$ cat src/rtl/rpn_stack_ctrl.sv
// Purpose: RPN token sequencer driving an external 32-deep LIFO; tracks depth, runs binary ALU ops, flags over/underflow.
// Latency: PUSH/CLR/error 1 cycle after accept, POP result at t+2, ALU result at t+3; back in IDLE one cycle later.
// Backpressure: tok_ready is high only in IDLE (and not in the first cycle after reset), so one token is in flight at a time.
module rpn_stack_ctrl #(
  parameter int WIDTH   = 32,
  parameter int DEPTH   = 31,
  parameter int DEPTH_W = 5
) (
  input  logic               clk,
  input  logic               rst,
  input  logic               tok_valid,
  output logic               tok_ready,
  input  logic [2:0]         tok_op,
  input  logic [WIDTH-1:0]   tok_data,
  output logic               stk_push,
  output logic               stk_pop,
  output logic               stk_clr,
  output logic [WIDTH-1:0]   stk_wdata,
  input  logic [WIDTH-1:0]   stk_rdata,
  output logic               res_valid,
  output logic [WIDTH-1:0]   res_data,
  output logic               err,
  output logic [1:0]         err_code,
  output logic [DEPTH_W-1:0] depth
);

  localparam logic [2:0] OP_PUSH = 3'b000;
  localparam logic [2:0] OP_ADD  = 3'b001;
  localparam logic [2:0] OP_SUB  = 3'b010;
  localparam logic [2:0] OP_AND  = 3'b011;
  localparam logic [2:0] OP_OR   = 3'b100;
  localparam logic [2:0] OP_XOR  = 3'b101;
  localparam logic [2:0] OP_POP  = 3'b110;
  localparam logic [2:0] OP_CLR  = 3'b111;

  localparam logic [1:0] ERR_UNDER = 2'b01;
  localparam logic [1:0] ERR_OVER  = 2'b10;

  localparam logic [DEPTH_W-1:0] DEPTH_MAX = DEPTH_W'(DEPTH);
  localparam logic [DEPTH_W-1:0] DEPTH_ONE = DEPTH_W'(1);
  localparam logic [DEPTH_W-1:0] DEPTH_TWO = DEPTH_W'(2);

  typedef enum logic [2:0] {
    S_IDLE, S_PUSH, S_POP_B, S_POP_A, S_EXEC, S_OUT, S_CLR, S_ERR
  } state_t;

  state_t             state, nxt;
  logic               up;
  logic [2:0]         op_q;
  logic [WIDTH-1:0]   lit_q;
  logic [WIDTH-1:0]   b_q;
  logic [WIDTH-1:0]   res_q;
  logic [1:0]         code_q;
  logic [1:0]         code_n;
  logic [WIDTH-1:0]   alu_r;
  logic               acc;

  // ready is held low for the first cycle after reset so no output is high during reset
  assign tok_ready = up && (state == S_IDLE);
  assign acc       = tok_valid && tok_ready;

  // ALU: A is the deeper operand arriving now from the stack, B was latched in POP_A
  always_comb begin
    alu_r = '0;
    case (op_q)
      OP_ADD:  alu_r = stk_rdata + b_q;
      OP_SUB:  alu_r = stk_rdata - b_q;
      OP_AND:  alu_r = stk_rdata & b_q;
      OP_OR:   alu_r = stk_rdata | b_q;
      OP_XOR:  alu_r = stk_rdata ^ b_q;
      default: alu_r = '0;
    endcase
  end

  // next state, including the legality check made at token acceptance
  always_comb begin
    nxt    = state;
    code_n = 2'b00;
    case (state)
      S_IDLE: begin
        if (acc) begin
          case (tok_op)
            OP_PUSH: begin
              if (depth == DEPTH_MAX) begin
                nxt    = S_ERR;
                code_n = ERR_OVER;
              end else begin
                nxt = S_PUSH;
              end
            end
            OP_POP: begin
              if (depth == '0) begin
                nxt    = S_ERR;
                code_n = ERR_UNDER;
              end else begin
                nxt = S_POP_B;
              end
            end
            OP_CLR: nxt = S_CLR;
            default: begin
              if (depth < DEPTH_TWO) begin
                nxt    = S_ERR;
                code_n = ERR_UNDER;
              end else begin
                nxt = S_POP_B;
              end
            end
          endcase
        end
      end
      S_POP_B: nxt = (op_q == OP_POP) ? S_OUT : S_POP_A;
      S_POP_A: nxt = S_EXEC;
      default: nxt = S_IDLE;
    endcase
  end

  // state register plus latched token fields
  always_ff @(posedge clk or negedge rst) begin
    if (!rst) begin
      state  <= S_IDLE;
      up     <= 1'b0;
      op_q   <= '0;
      lit_q  <= '0;
      code_q <= '0;
    end else begin
      state <= nxt;
      up    <= 1'b1;
      if (acc) begin
        op_q   <= tok_op;
        lit_q  <= tok_data;
        code_q <= code_n;
      end
    end
  end

  // depth tracking and operand/result capture
  always_ff @(posedge clk or negedge rst) begin
    if (!rst) begin
      depth <= '0;
      b_q   <= '0;
      res_q <= '0;
    end else begin
      case (state)
        S_PUSH:  depth <= depth + DEPTH_ONE;
        S_POP_B: depth <= depth - DEPTH_ONE;
        S_POP_A: begin
          depth <= depth - DEPTH_ONE;
          b_q   <= stk_rdata;
        end
        S_EXEC: begin
          depth <= depth + DEPTH_ONE;
          res_q <= alu_r;
        end
        S_OUT:   res_q <= stk_rdata;
        S_CLR:   depth <= '0;
        default: ;
      endcase
    end
  end

  // stack controls and result/error outputs decode from state only
  always_comb begin
    stk_push  = 1'b0;
    stk_pop   = 1'b0;
    stk_clr   = 1'b0;
    stk_wdata = '0;
    res_valid = 1'b0;
    res_data  = res_q;
    err       = 1'b0;
    err_code  = 2'b00;
    case (state)
      S_PUSH: begin
        stk_push  = 1'b1;
        stk_wdata = lit_q;
      end
      S_POP_B, S_POP_A: stk_pop = 1'b1;
      S_EXEC: begin
        stk_push  = 1'b1;
        stk_wdata = alu_r;
        res_valid = 1'b1;
        res_data  = alu_r;
      end
      S_OUT: begin
        res_valid = 1'b1;
        res_data  = stk_rdata;
      end
      S_CLR: stk_clr = 1'b1;
      S_ERR: begin
        err      = 1'b1;
        err_code = code_q;
      end
      default: ;
    endcase
  end

endmodule

$ cat config.mk
export PLATFORM = sky130hd
export DESIGN_NAME = rpn_stack_ctrl
export DESIGN_NICKNAME = d
export VERILOG_FILES = /design/src/rtl/rpn_stack_ctrl.sv
export SDC_FILE = /design/constraint.sdc
export NUM_CORES = 1
export LEC_CHECK = 0
export ABC_AREA = 1
export BUFFER_PORTS_ARGS = -buffer_cell sky130_fd_sc_hd__buf_4
export CORE_MARGIN = 2
export CORE_UTILIZATION = 26
export CTS_BUF_LIST = sky130_fd_sc_hd__clkbuf_4 sky130_fd_sc_hd__clkbuf_8
export CTS_CLUSTER_DIAMETER = 50
export DETAILED_ROUTE_END_ITERATION = 10
export PLACE_DENSITY_LB_ADDON = 0.08
export SLEW_MARGIN = 5
export SYNTH_ARGS = -nofsm -noshare
export SYNTH_HDL_FRONTEND = slang
export SYNTH_SLANG_ARGS = --single-unit
$ cat constraint.sdc
create_clock -name clk -period 8 [get_ports clk]
set_input_delay 1.2 -clock clk [delete_from_list [all_inputs] [get_ports clk]]
set_output_delay 1.2 -clock clk [all_outputs]
set_load 0.02 [all_outputs]
Yosys cells after proc, flatten, opt, wreduce, memory -nomap -nowiden
Cells that the tools add are included.
Storage, ports and cells
  flip-flop bits (word level): 110
  input bits: 70
  output and inout bits: 77
  word-level logic and storage cells: 64
Cells by class
  add/subtract/negate cells: 4
  $lt $le $gt $ge: 1
  equal/unequal tests: 17
  muxes and demuxes: 22
  bitwise operators: 3
  reductions and logical operators: 9
Operator list (count)
  case mux 32 bit (5 select lines): 1
  case mux 32 bit (2 select lines): 2
  adder 32 bit: 1
  AND 32 bit: 1
  OR 32 bit: 1
  subtractor 32 bit: 1
  bitwise XOR 32 bit: 1
  equality test 3 bit, second input constant: 9
  case mux 3 bit (3 select lines): 2
  2-to-1 mux 3 bit: 5
  case mux 5 bit (3 select lines): 1
  equality test 3 x 2 -> 1 bit, second input constant: 4
  2-to-1 mux 1 bit: 7
  equality test 3 x 1 -> 1 bit, second input constant: 2
  logical NOT 3 bit: 2
  2-to-1 mux 2 bit: 3
  case mux 2 bit (3 select lines): 1
  OR reduction 2 bit: 3
  adder 5 x 1 -> 5 bit, second input constant: 1
  equality test 5 bit, second input constant: 1
  logical NOT 5 bit: 1
  less-than comparator 5 x 2 -> 1 bit, second input constant: 1
  subtractor 5 x 1 -> 5 bit, second input constant: 1
  nonzero test 3 bit: 1
  2 further kinds: 3

Longest topological paths before layout
Gate-level depths: netlist (run 1).
  word-level depth: 5
  depth in mapped cells: 26
  mapped depth without buffers: 26

Worst setup path after synthesis (run 1)
OpenSTA, ideal clock, no wires.
  path kind: register to output
  from: register b_q[0]
  to: output res_data[27]
  arrival: 2.827 ns
  required time: 6.800 ns
  path slack: 3.973 ns
  stages on the path, launching flop included: 22
  buffers on the path: 0
  cells stage by stage: dfrtp_1 inv_1 ha_1 nand3_2 nor2_2 nand2_1 nor2_2 a21oi_1 a21oi_2 nand2_1 xor2_1 ha_1 a21oi_1 nand2_1 o21bai_1 nor2_1 nand2_1 nand2_1 nand3_1 nand2_1 nand2_1 nand2_1
Between the ends
  longest elaborated chain between the ends: 3
  elaborated cells on any way between the ends: 4
  those cells by class: 2 x add/sub; 2 x mux
RTL lines
  start, declared: RTL line 51  | logic [WIDTH-1:0] b_q;
  start signal, assigned: RTL line 148  | b_q <= stk_rdata;
  subtractor 32 bit or adder 32 bit (tied branches): RTL line 67, 66
  case mux 32 bit (5 select lines) *: RTL line 65  | case (op_q)
  case mux 32 bit (2 select lines) *
  end, declared: RTL line 21  | output logic [WIDTH-1:0] res_data,
Every way passes the cells marked *; elsewhere a longest branch is shown, timed or not.

Worst setup path after layout (run 1)
  from: register op_q[2]
  to: output res_data[26]
Between the ends
  longest elaborated chain between the ends: 3
  elaborated cells on any way between the ends: 7
  those cells by class: 5 x eq/ne; 2 x mux
RTL lines
  start, declared: RTL line 49  | logic [2:0] op_q;
  start signal, assigned: RTL line 129  | op_q <= tok_op;
  equality test 3 bit, or another cell as far along: RTL line 65
  case mux 32 bit (5 select lines) *: RTL line 65
  case mux 32 bit (2 select lines) *
Marks and branches as above.

==> results.yml, run 1 <==
cts:
  clk_pin_slew_ps: 110
  cts_tree: "yes"
  cts_inserted_buffers: 9
  clock-sinks: 110
  h-tree-depth: 3
  hold_buffers: 0
  post_cts_resized: 0
  cts.path.max_buffers: 2
  postCtsSetupBuffers: 0
  root_buffer: "clkbuf_8"
  clock_latency_ps: 410
floorplan:
  fp-row-count: 71
  core-area_mm2: 0.0374
  ios: 147
  die_area_mm2: 0.0393
  initial_core_util_pct: 26.2
  die_h_um: 198
  die_w_um: 198
global_routing:
  grt_pass1_vias: 9312
  grt_max_degree: 72
  grt_pass1_wl_um: 55600
  antenna_found_initial: 0
  grt_use_total_pct: 18.7
  grt_overflow: 0
synthesis:
  synth_cell_types: 46
  netlist_area_mm2: 0.00981
  syn_avg_cell_area_um2: 6.88
  synth_nets: 1596
  yosysSeqAreaShare_pct: 28.1
  synthTopCellsByArea: "dfrtp_1 (28%), nand2_1 (18%), ha_1 (13%)"
  ys_warn_count: 0
  synth_top_area_cell: "dfrtp_1"
  yosys_register_bits: 110
  synth_cells: 1425
  synth_top_area_share_pct: 28.1
min_path:
  hold_depth: 1
  hold_class: "reg2reg"
  min_to: "lit_q[12]"
  min_from: "lit_q[12]"
sta:
  tns_ps: 0
  period_minus_slack_ps: 5510
  slew_headroom_pct: 29.3
  fmax_mhz: 181
  hold_violations: 0
  clock_skew_ps: 19.4
  rsz0062_at_grt: "no"
  drv_slew: 0
  period_share_pct: 68.9
  worst_pin_slew_ps: 1060
  setup_viol: 0
  finalHoldWorstSlack_ps: 501
critical_path:
  r2r_setup_slack_ps: 4150
  reg2reg_from: "op_q[2]"
  critPathRequiredTime_ps: 6800
  ff2ff_path_depth: 18
  worstPathArrival_ps: 4310
  crit_type: "reg2out"
  r2r_end: "res_q[26]"
  cp-start-kind: "flip-flop"
  crit_fanout: 26
  setup.worst_path.end_class: "primary output"
finish:
  final_util_pct: 31.0
  finalNetCount: 1722
  area_delta_synth_final_pct: 18.1
  antenna_cells: 0
  drive_gt1_share_pct: 16.3
  layout_commonest_cell: "nand2_1"
  layout_common_cells: "nand2_1 (467), inv_1 (200), buf_4 (151)"
routing:
  detail_route.wl_per_cell_um: 17.5
  drtAntennaViolNets: 0
  via_per_inst: 4.52
  drtIter0Drc: 592
  vias: 9346
  firstDrtPassIters: 5
  drcViolationCount: 0
  routed_wl_um: 36100
placement:
  port_buffers: 146
  gp_congestion: 0.828
  post-dp-hpwl_um: 29000
pwr:
  peakVddDrop_v: 0.000190
  power.density_mw_per_mm2: 468
  leakage_uw: 0.00628
  power_uw: 5420
job:
  drv_cap: 0
status:
  outcome: "complete, no violations"
==> critical path: stages (launching register included) <==
cell and delay [ps]:
dfrtp_1 480, inv_2 90, nand2_2 420, inv_2 240, a21oi_1 290, a21oi_2 100, xor2_1 200, ha_1 380
nand2_1 160, nor2_1 260, nand2_1 160, nor3_1 170, nand2_1 160, nand3_1 120, nand3_1 110, nand2_1 120
nand2_1 120, nand2_1 150, buf_4 160
==> power by group <==
group	switching [uW]	internal (uW)
sequential	197	822
clock	222	121
combinational	2680	1370
==> registers in the layout (all words and copies together), names as in the netlist <==
register and flops:
b_q 32, code_q 2, depth 5, lit_q 32, op_q 3, res_q 32, state 3, up 1
==> layout make-up <==
class                   instances  area (um^2)
multi-input cells            1060         6070
clock buffers                  10          138
inverters                     219          822
flip-flops and latches        110         2750
well taps                     511          639
clock inverters                 5         35.0
fillers                      4142        25800
repair buffers                151         1130
==> metal layers <==
layer  up-vias  global-route usage (%)  share of wire, %
li1       4763                       -                 -
met1      4375                    29.1                55
met2       183                    26.7                40
met3        25                    2.79               4.2
met4         0                    4.29               1.3
met5         -                       0                 0
==> synth_stat cells (all sizes together) <==
cell	number
o2111ai	3
o22ai	3
nand3b	11
nor3	14
mux2	32
nor4	1
dfrtp	110
buf	27
clkbuf	9
a31oi	2
a21boi	2
o211ai	14
nor2	122
nand3	60
a21o	2
a221oi	22
o31ai	2
fa	2
o21bai	4
or2	12
ha	99
o21a	2
inv	219
nand4	12
xor2	33
a21oi	33
nand2	490
o21ai	82
conb	1
==> worst max path at each step <==
| stage | startpoint | endpoint | slack, ps | cells past startpoint |
|---|---|---|---|---|
| after global routing | op_q[2] | res_data[26] | 2070 | 19 |
| after detailed placement | op_q[1] | res_data[26] | 2860 | 19 |
| after CTS | op_q[1] | res_data[26] | 2380 | 19 |
| after global placement | op_q[1] | res_data[26] | 2860 | 19 |
| after floorplan | b_q[0] | res_data[27] | 3970 | 21 |
| final | op_q[2] | res_data[26] | 2490 | 18 |
==> metrics by stage <==
step | instance area, um^2 | instances | worst slack (ps)
6_report | 11600 | 2066 | 2490
2_1_floorplan | 9810 | 1425 | 3970
3_3_place_gp | 11400 | 2051 | 2860
4_1_cts | 11600 | 2066 | 2380
5_1_grt | 11600 | 2066 | 2070
3_5_place_dp | 11400 | 2051 | 2860
==> cell families (layout without fill, tap and decap cells) <==
kind of cell / Yosys count / in the layout / share of synthesized area (%)
compound gates: 171 / 171 / 10.6
xor+xnor: 33 / 33 / 2.95
fa+ha+maj: 101 / 101 / 13.0
buf+inv: 255 / 385 / 10.2
flops: 110 / 110 / 28.1
mux: 32 / 32 / 3.67
other cells: 1 / 1 / 0.0382
simple gates: 722 / 722 / 31.4
No activity file was read; power rests on OpenSTA's default activity.
==> inputs of run 2 (changes only) <==
==> constraint.sdc (replaced) <==
create_clock -name clk -period 4.78 [get_ports clk]
set_input_delay 0.717 -clock clk [delete_from_list [all_inputs] [get_ports clk]]
set_output_delay 0.717 -clock clk [all_outputs]
set_load 0.02 [all_outputs]
==> run 2 against run 1 <==
Routed wire length down 1.5%. Via count up 0.13%. Global-route usage down 0.12 points. Clock power up 81%. Critical path depth up 2. Total power up 75%. Clock-buffer cell count down 1. Setup slack worse by 2300 ps. Die area unchanged. Final cell count up 0.92%. Core utilization up 1.2 points. Largest cell class unchanged.
==> results.yml, run 2 (synthesized netlist as in run 1, its figures left out) <==
pwr:
  power.density_mw_per_mm2: 785
  peakVddDrop_v: 0.000270
  leakage_uw: 0.00643
global_routing:
  grt_use_total_pct: 18.6
  antenna_found_initial: 0
  grt_pass1_wl_um: 55500
  grt_overflow: 0
  grt_pass1_vias: 9272
  grt_max_degree: 66
finish:
  fin_area_mm2: 0.0121
  layout_commonest_cell: "nand2_1"
  finalNetCount: 1740
  area_delta_synth_final_pct: 22.9
  drive_gt1_share_pct: 21.9
  layout_common_cells: "nand2_1 (441), inv_1 (197), buf_4 (166)"
  antenna_cells: 0
  fin_cells: 2085
  top_regs: "b_q (32), lit_q (32), res_q (32)"
critical_path:
  crit_chain: "inv_2 > ha_2 > nand3_2 > nor2_4 > nand2_4 > nor2_4 > nand4_1 > o21ai_2 > xor2_1 > ha_1 > nand2_2 > nor2_1 > nand2_1 > nand3b_1 > nand3_1 > nand3_2 > nand2_2 > nand2_2 > nand2_2 > buf_6"
  critPathRequiredTime_ps: 4060
  setup.worst_path.end_class: "primary output"
  worstPathArrival_ps: 3840
  reg2reg_from: "b_q[0]"
  r2r_setup_slack_ps: 1390
  crit_type: "reg2out"
  max_stage_delay_ps: 420
  cp-start-kind: "flip-flop"
  crit_buf_inv: 2
  cpMaxStageDelayCell: "dfrtp_1"
  r2r_end: "res_q[25]"
  crit_top_cell: "nand2_2"
  ff2ff_path_depth: 20
  crit_fanout: 4
  crit_family: "simple AND/OR/NAND/NOR gates"
cts:
  clock-sinks: 110
  clock_latency_ps: 410
  cts_inserted_buffers: 9
  root_buffer: "clkbuf_8"
  cts_tree: "yes"
  clk_pin_slew_ps: 110
  cts.path.max_buffers: 2
  h-tree-depth: 3
min_path:
  hold_class: "in2async"
floorplan:
  ios: 147
  die_h_um: 198
  core-area_mm2: 0.0374
  die_w_um: 198
  initial_core_util_pct: 26.2
  fp-row-count: 71
  die_area_mm2: 0.0393
sta:
  slew_headroom_pct: 31.6
  setup_viol: 0
  period_minus_slack_ps: 4560
  drv_slew: 0
  fmax_mhz: 219
  worst_pin_slew_ps: 1020
  period_share_pct: 95.4
  hold_violations: 0
  rsz0062_at_grt: "yes"
  clock_skew_ps: 17.5
status:
  outcome: "complete, no violations"
routing:
  drcViolationCount: 0
  firstDrtPassIters: 4
  drtIter0Drc: 491
  via_per_inst: 4.49
  vias: 9358
  routed_wl_um: 35600
  drtAntennaViolNets: 0
  detail_route.wl_per_cell_um: 17.1
placement:
  dpl_cell_area_mm2: 0.0114
  post-dp-hpwl_um: 28400
  gp_congestion: 0.846
  port_buffers: 146
  dp.cells: 2055
job:
  drv_cap: 0
## run 2: changes by cell type in the layout (fill, tap and decap cells not counted), sizes merged
cell / before / now
bufinv: 0 / 1
clkinvlp: 1 / 0
buf: 151 / 169
inv: 220 / 221
clkinv: 3 / 4
clkbuf: 10 / 9
## run 2: area by class of cell
| cell class | count | area, um^2 |
|---|---|---|
| clock buffer | 9 | 124 |
| inverter | 219 | 825 |
| timing repair buffer | 169 | 1280 |
| sequential | 110 | 2750 |
| clock inverter | 7 | 71.3 |
| multi-input combinational | 1060 | 6360 |
| fill | 4118 | 25300 |
| tap | 511 | 639 |
## run 2: power by group
part	switching [uW]	total [uW]	leakage, uW	internal, uW
clock network	376	622	0.000104	245
logic	4620	7140	0.00498	2520
registers	330	1710	0.00135	1380
## run 2: through the flow
| step | util (%) | total power [uW] | setup TNS [ps] | setup WS, ps | hold WS [ps] |
|---|---|---|---|---|---|
| 5_1_grt | 32.2 | 10500 | -119 | -25.2 | 417 |
| 6_report | 32.2 | 9470 | 0 | 222 | 375 |
| 2_1_floorplan | - | 6270 | 0 | 1240 | 421 |
| 4_1_cts | 31.3 | 9210 | -14.7 | -9.34 | 402 |
| 3_3_place_gp | 30.6 | 8480 | 0 | 269 | 475 |
| 3_5_place_dp | 30.6 | 8480 | 0 | 245 | 480 |
## run 2: worst reg2reg max path: cells and delay by family (launching register included)
kind	cells	cell delay (ps)
buffers and inverters	1	100
adder cells (fa/ha/maj)	2	550
AO/OA/AOI/OAI	1	240
XOR/XNOR	1	110
AND/OR/NAND/NOR	15	1870
flip-flops	1	420
## run 2: worst max-delay path by stage
stage	start	endpoint	slack (ps)	depth (start not counted)
floorplan	b_q[0]	res_data[27]	1240	21
global placement	b_q[0]	res_data[28]	270	22
detailed placement	b_q[0]	res_data[28]	250	22
CTS	b_q[0]	stk_wdata[28]	-9	22
global route	b_q[0]	res_data[25]	-30	23
finish	b_q[0]	res_data[25]	220	20
## run 2: per-layer routing
metal | vias up | track usage (%) | share of wire [%]
met5 | - | 0 | 0
met1 | 4391 | 28.7 | 54
met3 | 15 | 2.69 | 4.1
li1 | 4796 | - | -
met2 | 156 | 27.4 | 41
met4 | 0 | 3.29 | 0.85
## run 2: what timing repair did
action,in CTS,in global routing
hold endpoints to repair,0,0
pin swaps,8,27
endpoints found under the setup margin,17,36
hold buffers,0,0
setup buffers,6,8
gates resized for setup,11,78
